`config.mk`:
```
export PLATFORM = sky130hd
export DESIGN_NAME = fb_write_arbiter
export DESIGN_NICKNAME = d
export VERILOG_FILES = /design/src/rtl/fb_write_arbiter.sv
export SDC_FILE = /design/constraint.sdc
export NUM_CORES = 1
export LEC_CHECK = 0
export ABC_AREA = 1
export BUFFER_PORTS_ARGS = -buffer_cell sky130_fd_sc_hd__buf_2
export CAP_MARGIN = 15
export CORE_AREA = 2 2 372 374
export CTS_BUF_LIST = sky130_fd_sc_hd__clkbuf_16
export DETAILED_ROUTE_END_ITERATION = 8
export DIE_AREA = 0 0 374 376
export GPL_TIMING_DRIVEN = 0
export PLACE_DENSITY = 0.43
export SLEW_MARGIN = 0
export SYNTH_ARGS = -nofsm -noshare
export SYNTH_HDL_FRONTEND = slang
export SYNTH_SLANG_ARGS = --single-unit
export TNS_END_PERCENT = 100
```
`constraint.sdc`:
```
create_clock -name clk -period 10.8 [get_ports clk]
set_input_delay 0.54 -clock clk [delete_from_list [all_inputs] [get_ports clk]]
set_output_delay 0.54 -clock clk [all_outputs]
set_load 0.05 [all_outputs]
```
`src/rtl/fb_write_arbiter.sv`:
```
// fb_write_arbiter
//   Shares one DDRAM write port among NCORES pixel producers. Cores are
//   granted round-robin. Each granted pixel (x, y, RGB565) becomes a
//   single-beat 64-bit write with byte enables. Pixels outside the visible
//   area are still accepted from the core, but they are discarded and counted.
//   A clear request fills the visible framebuffer with zeros, one word per
//   accepted write.
//
//   state  | meaning
//   -------+---------------------------------------------------------
//   IDLE   | arbitrating core requests, one grant per free write slot
//   CLEAR  | streaming zero words over the visible frame, no grants
//
// Ports
//   clk, reset_n               clock, async active-low reset
//   req_valid/x/y/pixel        per-core pixel offer (11/11/16 bits per core)
//   req_ready                  one-hot pulse: that core's pixel was taken
//   core_enable                0 = core is paused and never granted
//   clear / clear_busy         start a frame clear / clear in progress
//   ddram_*                    single-beat write port (read tied off)
//   dropped                    saturating count of discarded pixels
module fb_write_arbiter #(
  parameter int          NCORES  = 20,
  parameter logic [31:0] FB_BASE = 32'h20000000,
  parameter int          STRIDE  = 4096,
  parameter int          WIDTH   = 1920,
  parameter int          HEIGHT  = 1080
) (
  input  logic                 clk,
  input  logic                 reset_n,
  input  logic [NCORES-1:0]    req_valid,
  input  logic [NCORES*11-1:0] req_x,
  input  logic [NCORES*11-1:0] req_y,
  input  logic [NCORES*16-1:0] req_pixel,
  output logic [NCORES-1:0]    req_ready,
  input  logic [NCORES-1:0]    core_enable,
  input  logic                 clear,
  output logic                 clear_busy,
  input  logic                 ddram_busy,
  output logic [28:0]          ddram_addr,
  output logic [63:0]          ddram_din,
  output logic [7:0]           ddram_be,
  output logic                 ddram_we,
  output logic                 ddram_rd,
  output logic [7:0]           ddram_burstcnt,
  output logic [15:0]          dropped
);

  localparam int          PTR_W    = $clog2(NCORES);
  localparam int          WORDS    = WIDTH / 4;
  localparam logic [31:0] STRIDE_U = 32'(STRIDE);
  localparam logic [31:0] WIDTH_U  = 32'(WIDTH);
  localparam logic [31:0] HEIGHT_U = 32'(HEIGHT);
  localparam logic [15:0] LAST_Y   = 16'(HEIGHT - 1);
  localparam logic [15:0] LAST_W   = 16'(WORDS - 1);

  typedef enum logic {S_IDLE, S_CLEAR} state_t;

  state_t state, state_nxt;

  // single-entry output register
  logic        out_full;
  logic [28:0] out_addr;
  logic [63:0] out_din;
  logic [7:0]  out_be;

  logic        accept;
  logic        slot_free;
  logic        grant_en;
  logic        grant;
  logic        clr_load;

  logic [PTR_W-1:0] rr_ptr;
  logic [PTR_W-1:0] gnt_idx;
  logic             gnt_found;

  logic [10:0] xs   [NCORES];
  logic [10:0] ys   [NCORES];
  logic [15:0] pixs [NCORES];

  logic [10:0] sel_x;
  logic [10:0] sel_y;
  logic [15:0] sel_pix;
  logic        in_range;
  logic [31:0] pix_byte;
  logic [28:0] pix_word;
  logic [7:0]  pix_be;

  logic [15:0] clr_y;
  logic [15:0] clr_w;
  logic        clr_issued;
  logic        clr_last;
  logic [31:0] clr_byte;
  logic [28:0] clr_word;

  assign accept    = out_full && !ddram_busy;
  // the slot frees on the same edge its write is accepted
  assign slot_free = !out_full || accept;

  for (genvar i = 0; i < NCORES; i++) begin : g_unpack
    assign xs[i]   = req_x[11*i +: 11];
    assign ys[i]   = req_y[11*i +: 11];
    assign pixs[i] = req_pixel[16*i +: 16];
  end

  // round-robin search starting at rr_ptr, wrapping at NCORES-1
  always_comb begin
    int               idx;
    logic [PTR_W-1:0] cand;
    idx       = 0;
    cand      = '0;
    gnt_found = 1'b0;
    gnt_idx   = '0;
    for (int k = 0; k < NCORES; k++) begin
      idx = int'(rr_ptr) + k;
      if (idx >= NCORES) idx = idx - NCORES;
      cand = PTR_W'(idx);
      if (!gnt_found && req_valid[cand] && core_enable[cand]) begin
        gnt_found = 1'b1;
        gnt_idx   = cand;
      end
    end
  end

  assign grant = grant_en && gnt_found;

  always_comb begin
    req_ready = '0;
    if (grant) req_ready[gnt_idx] = 1'b1;
  end

  assign sel_x    = xs[gnt_idx];
  assign sel_y    = ys[gnt_idx];
  assign sel_pix  = pixs[gnt_idx];
  assign in_range = ({21'b0, sel_x} < WIDTH_U) && ({21'b0, sel_y} < HEIGHT_U);
  assign pix_byte = FB_BASE + {21'b0, sel_y} * STRIDE_U + {20'b0, sel_x, 1'b0};
  assign pix_word = 29'(pix_byte >> 3);
  assign pix_be   = 8'b11 << {sel_x[1:0], 1'b0};

  assign clr_byte = FB_BASE + {16'b0, clr_y} * STRIDE_U + {13'b0, clr_w, 3'b0};
  assign clr_word = 29'(clr_byte >> 3);
  assign clr_last = (clr_y == LAST_Y) && (clr_w == LAST_W);

  // FSM: state register
  always_ff @(posedge clk or negedge reset_n) begin
    if (!reset_n) state <= S_IDLE;
    else          state <= state_nxt;
  end

  // FSM: next state
  always_comb begin
    state_nxt = state;
    case (state)
      S_IDLE:  if (clear) state_nxt = S_CLEAR;
      // clr_issued means the last clear word is the entry now held, so its
      // acceptance ends the clear
      S_CLEAR: if (accept && clr_issued) state_nxt = S_IDLE;
      default: state_nxt = S_IDLE;
    endcase
  end

  // FSM: outputs
  always_comb begin
    clear_busy = (state == S_CLEAR);
    grant_en   = (state == S_IDLE) && !clear && slot_free;
    clr_load   = (state == S_CLEAR) && !clr_issued && slot_free;
  end

  always_ff @(posedge clk or negedge reset_n) begin
    if (!reset_n) begin
      out_full <= 1'b0;
      out_addr <= '0;
      out_din  <= '0;
      out_be   <= '0;
    end else if (grant && in_range) begin
      out_full <= 1'b1;
      out_addr <= pix_word;
      out_din  <= {4{sel_pix}};
      out_be   <= pix_be;
    end else if (clr_load) begin
      out_full <= 1'b1;
      out_addr <= clr_word;
      out_din  <= '0;
      out_be   <= 8'hFF;
    end else if (accept) begin
      out_full <= 1'b0;
    end
  end

  always_ff @(posedge clk or negedge reset_n) begin
    if (!reset_n) begin
      rr_ptr  <= '0;
      dropped <= '0;
    end else if (grant) begin
      rr_ptr <= (gnt_idx == PTR_W'(NCORES - 1)) ? '0 : gnt_idx + 1'b1;
      if (!in_range && dropped != 16'hFFFF) dropped <= dropped + 16'd1;
    end
  end

  always_ff @(posedge clk or negedge reset_n) begin
    if (!reset_n) begin
      clr_y      <= '0;
      clr_w      <= '0;
      clr_issued <= 1'b0;
    end else if (state == S_IDLE && state_nxt == S_CLEAR) begin
      clr_y      <= '0;
      clr_w      <= '0;
      clr_issued <= 1'b0;
    end else if (clr_load) begin
      if (clr_last) begin
        clr_issued <= 1'b1;
      end else if (clr_w == LAST_W) begin
        clr_w <= '0;
        clr_y <= clr_y + 16'd1;
      end else begin
        clr_w <= clr_w + 16'd1;
      end
    end
  end

  assign ddram_we       = out_full;
  assign ddram_addr     = out_addr;
  assign ddram_din      = out_din;
  assign ddram_be       = out_be;
  assign ddram_rd       = 1'b0;
  assign ddram_burstcnt = 8'd1;

endmodule

```
# [Word-level counts from Yosys, hierarchy flattened]
# Cells that the tools add are included.
[totals] reg_bits=157 latch_bits=0 mem_bits_rw=0 mem_bits_ro=0 inputBits=804 output_inout_bits=148 wordCells=372 mem_count=0
[op_classes] add_sub_neg=47 mul=0 div=0 magnitude_cmp=45 n_eq_ne=5 shift=1 muxes=176 bitwise_logic=2 reduce_logical=86
[ops] operator="$mux 5" n=41
[ops] operator="$bmux 1 s5" n=40
[ops] operator="$mux 16" n=10
[ops] operator="$mux 64" n=2
[ops] operator="$lt 5x6->1 const B" n=21
[ops] operator="$ge 6x5->1 const B" n=19
[ops] operator="$bmux 11 s5" n=2
[ops] operator="$sub 5x5->5 const B" n=20
[ops] operator="$bmux 16 s5" n=1
[ops] operator="$mux 1" n=69
[ops] operator="$mux 29" n=2
[ops] operator="$logic_and 1x1->1" n=52
[ops] operator="$add 16x1->16 const B" n=3
[ops] operator="$add 5x4->6 const B" n=8
[ops] operator="$mux 11" n=4
[ops] operator="$add 31x12->32" n=1
[ops] operator="$add 31x19->32" n=1
[ops] operator="$add 30x23->31 const A" n=1
[ops] operator="$add 30x28->31 const A" n=1
[ops] operator="$add 5x3->6 const B" n=4
[ops] operator="$add 5x5->6 const B" n=4
[ops] operator="$logic_not 1->1" n=24
[ops] operator="$lt 11x11->1 const B" n=2
[ops] operator="$mux 20" n=1
[ops] operator="other kinds (22)" n=29

# [Logic depth before layout (Yosys ltp)]
# Gate-level depths: netlist of the first run.
[depth] depth_word=91 mapped_depth=54 ltp_nobuf=52

# [Least setup slack after synthesis of the first run]
# Ideal clock, no wire load.
[synth_timing] path_type="reg-to-output" from="register rr_ptr[1]" to="output req_ready[11]" arrival_ps=5923 required_ps=10260 slack_ps=4337 path_stages_with_launch=32 path_buffers=6 cell_sequence="dfrtp_1 > inv_1 > buf_2 > buf_2 > ha_1 > xnor2_2 > inv_2 > ha_1 > nand2_1 > nand2_1 > nand2_1 > o21ai_0 > nand3_1 > nand2_1 > a21oi_1 > o211ai_2 > nor2_4 > nand4_2 > nor2_4 > nand4_4 > nor2_4 > nand4_4 > nor2_8 > nand4_1 > nand4_2 > buf_2 > buf_2 > buf_2 > clkbuf_1 > ha_1 > nand2_1 > nor2_1"
[synth_between] elab_chain_cells=87 word_cells_on_any_way=264 classes_between="add/sub (39); order compare (22); mux (143); reduce/logical (60)"
[synth_lines] element="start, declared" line="73" source="logic [PTR_W-1:0] rr_ptr;"
[synth_lines] element="start signal, assigned" line="195" source="rr_ptr <= (gnt_idx == PTR_W'(NCORES - 1)) ? '0 : gnt_idx + 1'b1;"
[synth_lines] element="branches (longest 86 deep; another with $add 5x1->6)"
[synth_lines] element="$mux 20 *" line="129" source="if (grant) req_ready[gnt_idx] = 1'b1;"
[synth_lines] element="end, declared" line="35" source="output logic [NCORES-1:0] req_ready,"
# Mark *: on every way between the ends. The select of a mux whose other input is x is not followed.

# [Final worst setup path of the first run]
[layout_timing] from="register rr_ptr[1]" to="register out_addr[11], in the netlist ddram_addr[11]"
[layout_between] elab_chain_cells=90 word_cells_on_any_way=273 classes_between="add/sub (41); order compare (22); mux (147); bitwise (1); reduce/logical (62)"
[layout_lines] element="branches (longest 90 deep; another with $add 5x1->6)"
[layout_lines] element="end signal, assigned" line="177" source="out_addr <= pix_word;"
[layout_lines] element="end signal, assigned" line="182" source="out_addr <= clr_word;"
[layout_lines] element="end, declared" line="63" source="logic [28:0] out_addr;"
# Parallel ways; which one is timed is not known. The select of a mux whose other input is x is not followed.
# A chain may end at the register's enable or synchronous reset.

==> results.tsv, run 1 <==
metric	value	unit
rsz0062_at_grt	no	
fin_nets	5397	
async_flop_share	100	%
grt_use_total	23.7	%
slowest_stage	dfrtp_1	
seq_area_frac_synth	13.6	%
synth_common_cells	1278 x nand2_1, 342 x nand3_1, 318 x nor2_1, 295 x o21ai_0, 277 x inv_1	
worstSetupStartpointType	flip-flop	
drv_cap	0	
yosys_register_bits	103	
wire_per_inst	27.5	µm
start_util	13.9	%
synth_cell_type_count	62	
grt_pass1_vias	27889	
post-place-ws	-0.420	ns
fill_cells	16343	
multi_input_area	13900	µm²
htreeDepth	3	
synth_edf_count	0	
syn2layout_area_growth	40.1	%
grt_antenna_before_repair	68	
fin_util	19.4	%
yosys_warnings	0	
die_h	376	µm
grt_max_degree	78	
drive_gt1_share	26.5	%
clock-root-buffer	clkbuf_16	
place_hpwl	152000	µm
drt_iter0_drc	2480	
io_buffers	940	
finalCritPeriodShare	97.4	%
gp_congestion	1.02	
cp_common_cell	nand2_1	
skew	0.0264	ns
hold_class	primary input to flip-flop	
netlist_instances	3566	
critPathMaxFanout	15	
clock_sinks	103	
final_hold_viol_count	0	
routed_wl	175000	µm
die_area	141000	µm²
setup_ws	0.280	ns
crit_type	flip-flop to flip-flop	
drtAntennaViolNets	0	
synthTopCellsByArea	nand2_1 25%, dfrtp_1 14%, nand3_1 9.0%, o21ai_0 7.8%, nor2_1 6.3%	
hold_slack	0.455	ns
clockBufferDepth	2	
grt-ovfl-total	0	
clock_latency	0.40	ns
cts_buffers	9	
yosys.cell_count.top_type	nand2_1	
tightest_slew	1.15	ns
critPathCaptureType	flip-flop	
syn-mean-instance-area	5.31	µm²
finalSetupViolations	0	
vias_per_cell	4.58	
rows	136	
slew_headroom	22.4	%
yosysTopAreaCell	nand2_1	
finalNonFillerCells	6358	
status	finished clean	
clk_pin_slew_worst_paths	0.09	ns
dr_total_vias	29128	
final_max_slew_viol_count	0	
syn_area	18900	µm²
yosysTopAreaCellShare	25.3	%
grt_pass1_wl	230000	µm
fmax	0.0951	GHz
dieWidth	374	µm
cts_setup_buffers	0	
min_period	10.52	ns
dp.cells	6320	
slowest_delay	0.62	ns
seq_area	2580	µm²
cts_tree	yes	
core	137000	µm²
synth_ff_type	dfrtp_1	
required	11.13	ns
cp.arrival	10.85	ns
ios	952	
drc	0	
dr.pass1.iters	6	
-- worst max-delay path, delay by kind of cell (launching register included) --
kind / cells / cell delay [ns]
buf+inv: 10 / 3.30
compound gates: 6 / 2.07
simple gates: 19 / 3.89
flops: 1 / 0.62
fa+ha+maj: 1 / 0.44
-- through the flow --
step	instance area, µm²	TNS (ns)
floorplan	19000	0
global placement	25900	-2.91
detailed placement	26100	-1.37
CTS	26500	0
global route	26500	0
finish	26500	0
-- cell type report --
type,instances,share of cell area [%]
diodes,24,0.226
plain buffers,263,5.46
clock buffers,9,0.849
clock inverters,7,0.363
inverters,295,4.19
multi-input cells,2911,52.2
flip-flops and latches,103,9.71
well taps,1794,8.46
repair buffers,952,18.5
-- state kept, by name, indices dropped and copies added, names as in the netlist, 4 cells and up --
register,flops
clr_w,16
clr_y,16
ddram_addr,27
ddram_be,4
ddram_din,16
dropped,16
rr_ptr,5
-- kinds of logic after synthesis --
| family | share of synthesized area [%] |
|---|---|
| DFF | 13.6 |
| AOI/OAI and AO/OA | 19.3 |
| adders and majority gates | 3.91 |
| xor gates and xnor gates | 2.56 |
| and+or+nand+nor | 47.0 |
| buffers and inverters | 13.4 |
| other | 0.0397 |
| muxes | 0.106 |
-- final timing paths --
check,start,to,slack [ns],depth (start not counted)
min in group asynchronous,reset_n,dropped[6]$_DFFE_PN0P_,0.58,2
max reg2reg,rr_ptr[1]$_DFFE_PN0P_,ddram_addr[11]$_DFFE_PN0P_,0.28,36
min reg2reg,ddram_addr[26]$_DFFE_PN0P_,ddram_addr[26]$_DFFE_PN0P_,0.47,1
max,rr_ptr[1]$_DFFE_PN0P_,ddram_addr[11]$_DFFE_PN0P_,0.28,36
max in group asynchronous,reset_n,clr_w[9]$_DFFE_PN0P_,9.43,3
min,ddram_busy,ddram_we$_DFFE_PN0P_,0.46,3
-- cell usage in the layout, fill, tap and decap left out, types with 35 or more instances in the layout --
master and n:
nand4_1 69, buf_2 1026, nor2_1 318, nand3_1 342, inv_1 277, nand2_1 1277
ha_1 56, buf_4 78, clkbuf_1 72, dfrtp_1 103, xor2_1 35, o21ai_0 295
a21oi_1 219, o22ai_1 74
-- per-layer routing --
metal	up-vias	track usage (%)	part of all wire, %
met5	-	0	0.12
met4	34	7.60	3.6
met3	254	6.30	9.0
met2	1445	39.9	46
met1	13809	29.3	41
li1	13586	-	-
-- what timing repair did --
| action | 4_1_cts | 5_1_grt |
|---|---|---|
| endpoints found under the setup margin | 11 | 11 |
| pin swaps | 0 | 0 |
| endpoints found under the hold margin | 12 | 0 |
| resized for setup | 3 | 7 |
| hold buffers | 1 | 0 |
Power of run 1 is not shown: default switching activity piles up to over one toggle a cycle in this logic, so the estimate is an artifact.
==> inputs of run 2 (changes only) <==
--- a/config.mk
+++ b/config.mk
@@ -13,7 +13,7 @@
 export DETAILED_ROUTE_END_ITERATION = 8
 export DIE_AREA = 0 0 374 376
 export GPL_TIMING_DRIVEN = 0
-export PLACE_DENSITY = 0.43
+export PLACE_DENSITY = 0.44
 export SLEW_MARGIN = 0
 export SYNTH_ARGS = -nofsm -noshare
 export SYNTH_HDL_FRONTEND = slang
==> constraint.sdc (replaced) <==
create_clock -name clk -period 9.1 [get_ports clk]
set_input_delay 0.455 -clock clk [delete_from_list [all_inputs] [get_ports clk]]
set_output_delay 0.455 -clock clk [all_outputs]
set_load 0.05 [all_outputs]
==> run 2 against run 1 <==
Effect of this change: die area stayed put; critical path depth is 2 lower; register-to-register slack better by 0.03 ns; clock skew is 0.0065 ns higher; critical endpoint is now ddram_din[47]$_DFFE_PN0P_; highest routed layer unchanged.
==> results.tsv, run 2 (same netlist as run 1, synthesis figures left out) <==
metric	value	unit	change
core	137000	µm²	unchanged
critPathMaxFanout	12		-3
cts_setup_buffers	0		unchanged
hold_slack	0.355	ns	-0.0999 ns
slowest_stage	clkbuf_1		
required	9.41	ns	-1.72 ns
drv_cap	0		unchanged
tightest_slew	1.19	ns	+0.0414 ns
htreeDepth	3		unchanged
layout_commonest_cell	nand2_1		
grt-ovfl-total	0		unchanged
cp.arrival	9.10	ns	-1.75 ns
clock-root-buffer	clkbuf_16		
status	finished clean		
cp_common_cell	nand2_1		
critPathCaptureType	flip-flop		
drive_gt1_share	27.0	%	+0.50 points
min_period	8.79	ns	-1.73 ns
clk_pin_slew_worst_paths	0.11	ns	+0.02 ns
grt_pass1_vias	27381		-1.8%
fmax	0.114	GHz	+20%
drc	0		unchanged
clock_sinks	103		unchanged
fin_nets	5394		-0.056%
grt_use_met2	39.0	%	-0.85 points
finalCritPeriodShare	96.6	%	-0.82 points
cts_tree	yes		
clockBufferDepth	2		unchanged
reg2reg_setup_slack	0.31	ns	+0.03 ns
final_hold_viol_count	0		unchanged
syn2layout_area_growth	41.0	%	
use_met1	29.3	%	about the same
routed_wl	174000	µm	-0.32%
worstSetupStartpointType	flip-flop		
min_path_cells	3		unchanged
reg2regPathDepth	34		-5.6%
clock_latency	0.41	ns	about the same
largest_reg_flops	27		unchanged
slowest_delay	0.82	ns	+0.20 ns
io_buffers	940		unchanged
place_hpwl	153000	µm	+0.58%
hold_class	primary input to flip-flop		
dr.pass1.iters	7		+1
wire_per_inst	27.4	µm	-0.46%
skew	0.0329	ns	+0.00647 ns
ios	952		unchanged
dieWidth	374	µm	unchanged
drt_iter0_drc	2711		+9.3%
final_max_slew_viol_count	0		unchanged
drtAntennaViolNets	0		unchanged
final_cell_mix	1276 x nand2_1, 1019 x buf_2, 340 x nand3_1		
dr_total_vias	29095		-0.11%
cts_buffers	9		unchanged
grt.busiest_layer	met2		
crit_type	flip-flop to flip-flop		
use_met3	6.74	%	+0.43 points
rsz0062_at_grt	yes		
rows	136		unchanged
die_h	376	µm	unchanged
start_util	13.9	%	unchanged
slew_headroom	20.5	%	-2.0 points
grt_use_total	23.6	%	-0.083 points
gp_congestion	1.04		+1.3%
finalSetupViolations	0		unchanged
die_area	141000	µm²	unchanged
grt_max_degree	81		+3.8%
grt_pass1_wl	229000	µm	-0.65%
grt_antenna_before_repair	81		+19%
vias_per_cell	4.57		-0.25%
## run 2: worst max-delay path: cells and delay by family (launching register included)
| family | cells | cell delay, ns |
|---|---|---|
| buffers and inverters | 12 | 4.32 |
| AND/OR/NAND/NOR | 16 | 2.48 |
| multiplexers | 1 | 0.26 |
| flip-flops | 1 | 0.51 |
| adder cells (fa/ha/maj) | 1 | 0.38 |
| AO/OA/AOI/OAI | 4 | 0.68 |
## run 2: through the flow
stage	std cells	util, %	worst slack [ns]	cell area, µm²	setup TNS [ns]
after floorplan	3575	-	2.72	19000	0
after global placement	6309	19.0	-2.14	25900	-67.77
after detailed placement	6319	19.1	-1.65	26100	-43.76
after CTS	6334	19.4	0.0176	26600	0
after global routing	6342	19.5	-0.0347	26600	-0.0683
final	6367	19.5	0.310	26700	0
## run 2: what timing repair did
action	in CTS	in global routing
hold buffers	1	0
hold endpoints to repair	23	0
setup endpoints to repair	88	84
cloned	0	0
resized for setup	37	35
pin swaps	1	1
## run 2: layout make-up
| cell class | instances | area, µm² |
|---|---|---|
| tap | 1794 | 2240 |
| timing repair buffer | 951 | 4920 |
| antenna | 36 | 90.1 |
| clock inverter | 7 | 96.3 |
| clock buffer | 9 | 225 |
| sequential | 103 | 2580 |
| fill | 16287 | 110000 |
| multi-input combinational | 2911 | 14000 |
| inverter | 295 | 1110 |
| buffer | 261 | 1480 |
## run 2: final timing paths
check	start	to
min in group asynchronous	reset_n	dropped[7]$_DFFE_PN0P_
hold / removal	ddram_busy	ddram_we$_DFFE_PN0P_
hold reg to reg	ddram_addr[26]$_DFFE_PN0P_	ddram_addr[26]$_DFFE_PN0P_
setup reg to reg	rr_ptr[0]$_DFFE_PN0P_	ddram_din[47]$_DFFE_PN0P_
max in group asynchronous	reset_n	ddram_din[50]$_DFFE_PN0P_
setup / recovery	rr_ptr[0]$_DFFE_PN0P_	ddram_din[47]$_DFFE_PN0P_
## run 2: layer usage
metal	up-vias	wire, µm	part of all wire, %
met2	1452	80100	46
met1	13767	70900	41
li1	13601	-	-
met4	28	6300	3.6
met3	247	16900	9.7
met5	-	183	0.10
Power of run 2 is left out for the same reason.
==> inputs of run 3 (changes only) <==
--- a/config.mk
+++ b/config.mk
@@ -13,7 +13,7 @@
 export DETAILED_ROUTE_END_ITERATION = 8
 export DIE_AREA = 0 0 374 376
 export GPL_TIMING_DRIVEN = 0
-export PLACE_DENSITY = 0.44
+export PLACE_DENSITY = 0.43
 export SLEW_MARGIN = 0
 export SYNTH_ARGS = -nofsm -noshare
 export SYNTH_HDL_FRONTEND = slang
==> constraint.sdc (replaced) <==
create_clock -name clk -period 10.5 [get_ports clk]
set_input_delay 0.525 -clock clk [delete_from_list [all_inputs] [get_ports clk]]
set_output_delay 0.525 -clock clk [all_outputs]
set_load 0.05 [all_outputs]
==> run 3 against run 2 <==
Effect of this change: maximum frequency is 15% lower; via count is 0.51% higher; sequential share of layout area hardly changed; clock skew is 0.0077 ns lower; worst setup slack worse by 0.16 ns.
==> results.tsv, run 3 (same netlist as run 1, synthesis figures left out) <==
metric	value	unit	change
drt_iter0_drc	2615		-3.5%
clk_pin_slew_worst_paths	0.09	ns	-0.02 ns
worstSetupStartpointType	flip-flop		
start_util	13.9	%	unchanged
cts_tree	yes		
clock_sinks	103		unchanged
final_max_slew_viol_count	0		unchanged
gp_congestion	1.02		-1.3%
reg2reg_setup_slack	0.15	ns	-0.16 ns
rsz0062_at_grt	no		
cp.arrival	10.69	ns	+1.59 ns
fmax	0.0966	GHz	-15%
finalCritPeriodShare	98.6	%	+2.0 points
grt_max_degree	78		-3.7%
vias_per_cell	4.59		+0.52%
clock_latency	0.40	ns	about the same
place_hpwl	152000	µm	-0.57%
grt_pass1_wl	230000	µm	+0.50%
clock-root-buffer	clkbuf_16		
fin_nets	5396		+0.037%
wire_per_inst	27.4	µm	+0.24%
r2r_start	rr_ptr[0]$_DFFE_PN0P_		
skew	0.0252	ns	-0.00769 ns
reg2regPathDepth	37		+8.8%
syn2layout_area_growth	40.3	%	
cp_common_cell	nand2_1		
die_area	141000	µm²	unchanged
dieWidth	374	µm	unchanged
crit_cells	37		+8.8%
routed_wl	175000	µm	+0.22%
finalSetupTns	0	ns	unchanged
crit_family	simple AND/OR/NAND/NOR gates		
critPathCapture	ddram_addr[11]$_DFFE_PN0P_		
critPathMaxFanout	12		unchanged
final_cell_mix	1277 x nand2_1, 1024 x buf_2, 342 x nand3_1		
core	137000	µm²	unchanged
rows	136		unchanged
slowest_delay	0.68	ns	-0.14 ns
fill_cells	16343		+0.34%
hold_slack	0.440	ns	+0.0851 ns
min_path_cells	3		unchanged
slowest_stage	dfrtp_1		
dr_total_vias	29242		+0.51%
post-place-ws	-0.705	ns	+0.949 ns
finalSetupViolations	0		unchanged
drc	0		unchanged
critPathBufInv	10		-2
drv_cap	0		unchanged
grt-ovfl-total	0		unchanged
reg2reg_to	ddram_addr[11]$_DFFE_PN0P_		
setup_ws	0.147	ns	-0.164 ns
critPathCaptureType	flip-flop		
io_buffers	940		unchanged
htreeDepth	3		unchanged
dr.pass1.iters	6		-1
largest_reg_flops	27		unchanged
layout_commonest_cell	nand2_1		
drtAntennaViolNets	0		unchanged
clockBufferDepth	2		unchanged
finalNonFillerCells	6366		-0.016%
final_hold_viol_count	0		unchanged
grt_use_total	23.7	%	+0.025 points
dp.cells	6320		+0.016%
multi_input_area	13900	µm²	-0.73%
cp-startpoint	rr_ptr[0]$_DFFE_PN0P_		
tightest_slew	1.12	ns	-0.0724 ns
grt_antenna_before_repair	68		-16%
crit_type	flip-flop to flip-flop		
drive_gt1_share	26.5	%	-0.50 points
grt_pass1_vias	27854		+1.7%
slew_headroom	24.5	%	+4.0 points
hold_class	primary input to flip-flop		
die_h	376	µm	unchanged
cts_buffers	9		unchanged
ios	952		unchanged
seq_area	2580	µm²	-0.15%
status	finished clean		
min_period	10.35	ns	+1.56 ns
required	10.83	ns	+1.42 ns
## run 3: cell count changes in the layout (fill, tap and decap cells not counted), sizes merged
cell	before	now
diode	36	33
inv	299	298
clkinv	3	4
clkbuf	88	89
buf	1132	1131
clkdlybuf4s15	0	2
## run 3: tightest hold or removal path: stages
cell	delay, ns
buf_2	0.09
nand2_1	0.08
nand3_1	0.09
## run 3: through the flow
step	util, %	area (µm²)
CTS	19.4	26500
finish	19.4	26600
global placement	19.0	25900
global route	19.4	26500
floorplan	-	19000
detailed placement	19.1	26100
## run 3: worst min path at each step
stage	end	slack, ns	from
4_1_cts	ddram_we$_DFFE_PN0P_	0.40	ddram_busy
2_1_floorplan	clear_busy$_DFF_PN0_	0.23	reset_n
3_3_place_gp	ddram_addr[26]$_DFFE_PN0P_	0.45	ddram_addr[26]$_DFFE_PN0P_
3_5_place_dp	dropped[9]$_DFFE_PN0P_	0.43	reset_n
5_1_grt	ddram_we$_DFFE_PN0P_	0.44	ddram_busy
6_report	ddram_we$_DFFE_PN0P_	0.44	ddram_busy
## run 3: layout make-up
| type | count | area share (%) |
|---|---|---|
| timing repair buffer | 952 | 18.5 |
| buffer | 262 | 5.47 |
| tap | 1794 | 8.45 |
| antenna | 33 | 0.311 |
| multi-input combinational | 2911 | 52.1 |
| inverter | 295 | 4.19 |
| clock inverter | 7 | 0.363 |
| clock buffer | 9 | 0.848 |
| sequential | 103 | 9.70 |
## run 3: what timing repair did
action / in CTS / in global routing
hold buffers: 1 / 0
setup endpoints to repair: 17 / 9
gates cloned: 0 / 0
setup buffers: 0 / 0
resized for setup: 4 / 8
hold endpoints to repair: 16 / 0
## run 3: layer usage
layer / vias to the layer above / global-route usage, % / part of all wire [%] / wire length [µm]
met1: 13861 / 29.3 / 41 / 71000
met3: 263 / 6.26 / 9.4 / 16400
met5: - / 0 / 0.12 / 209
met2: 1491 / 39.7 / 46 / 80600
met4: 32 / 7.63 / 3.8 / 6560
li1: 13595 / - / - / -
Power of run 3 is left out for the same reason.
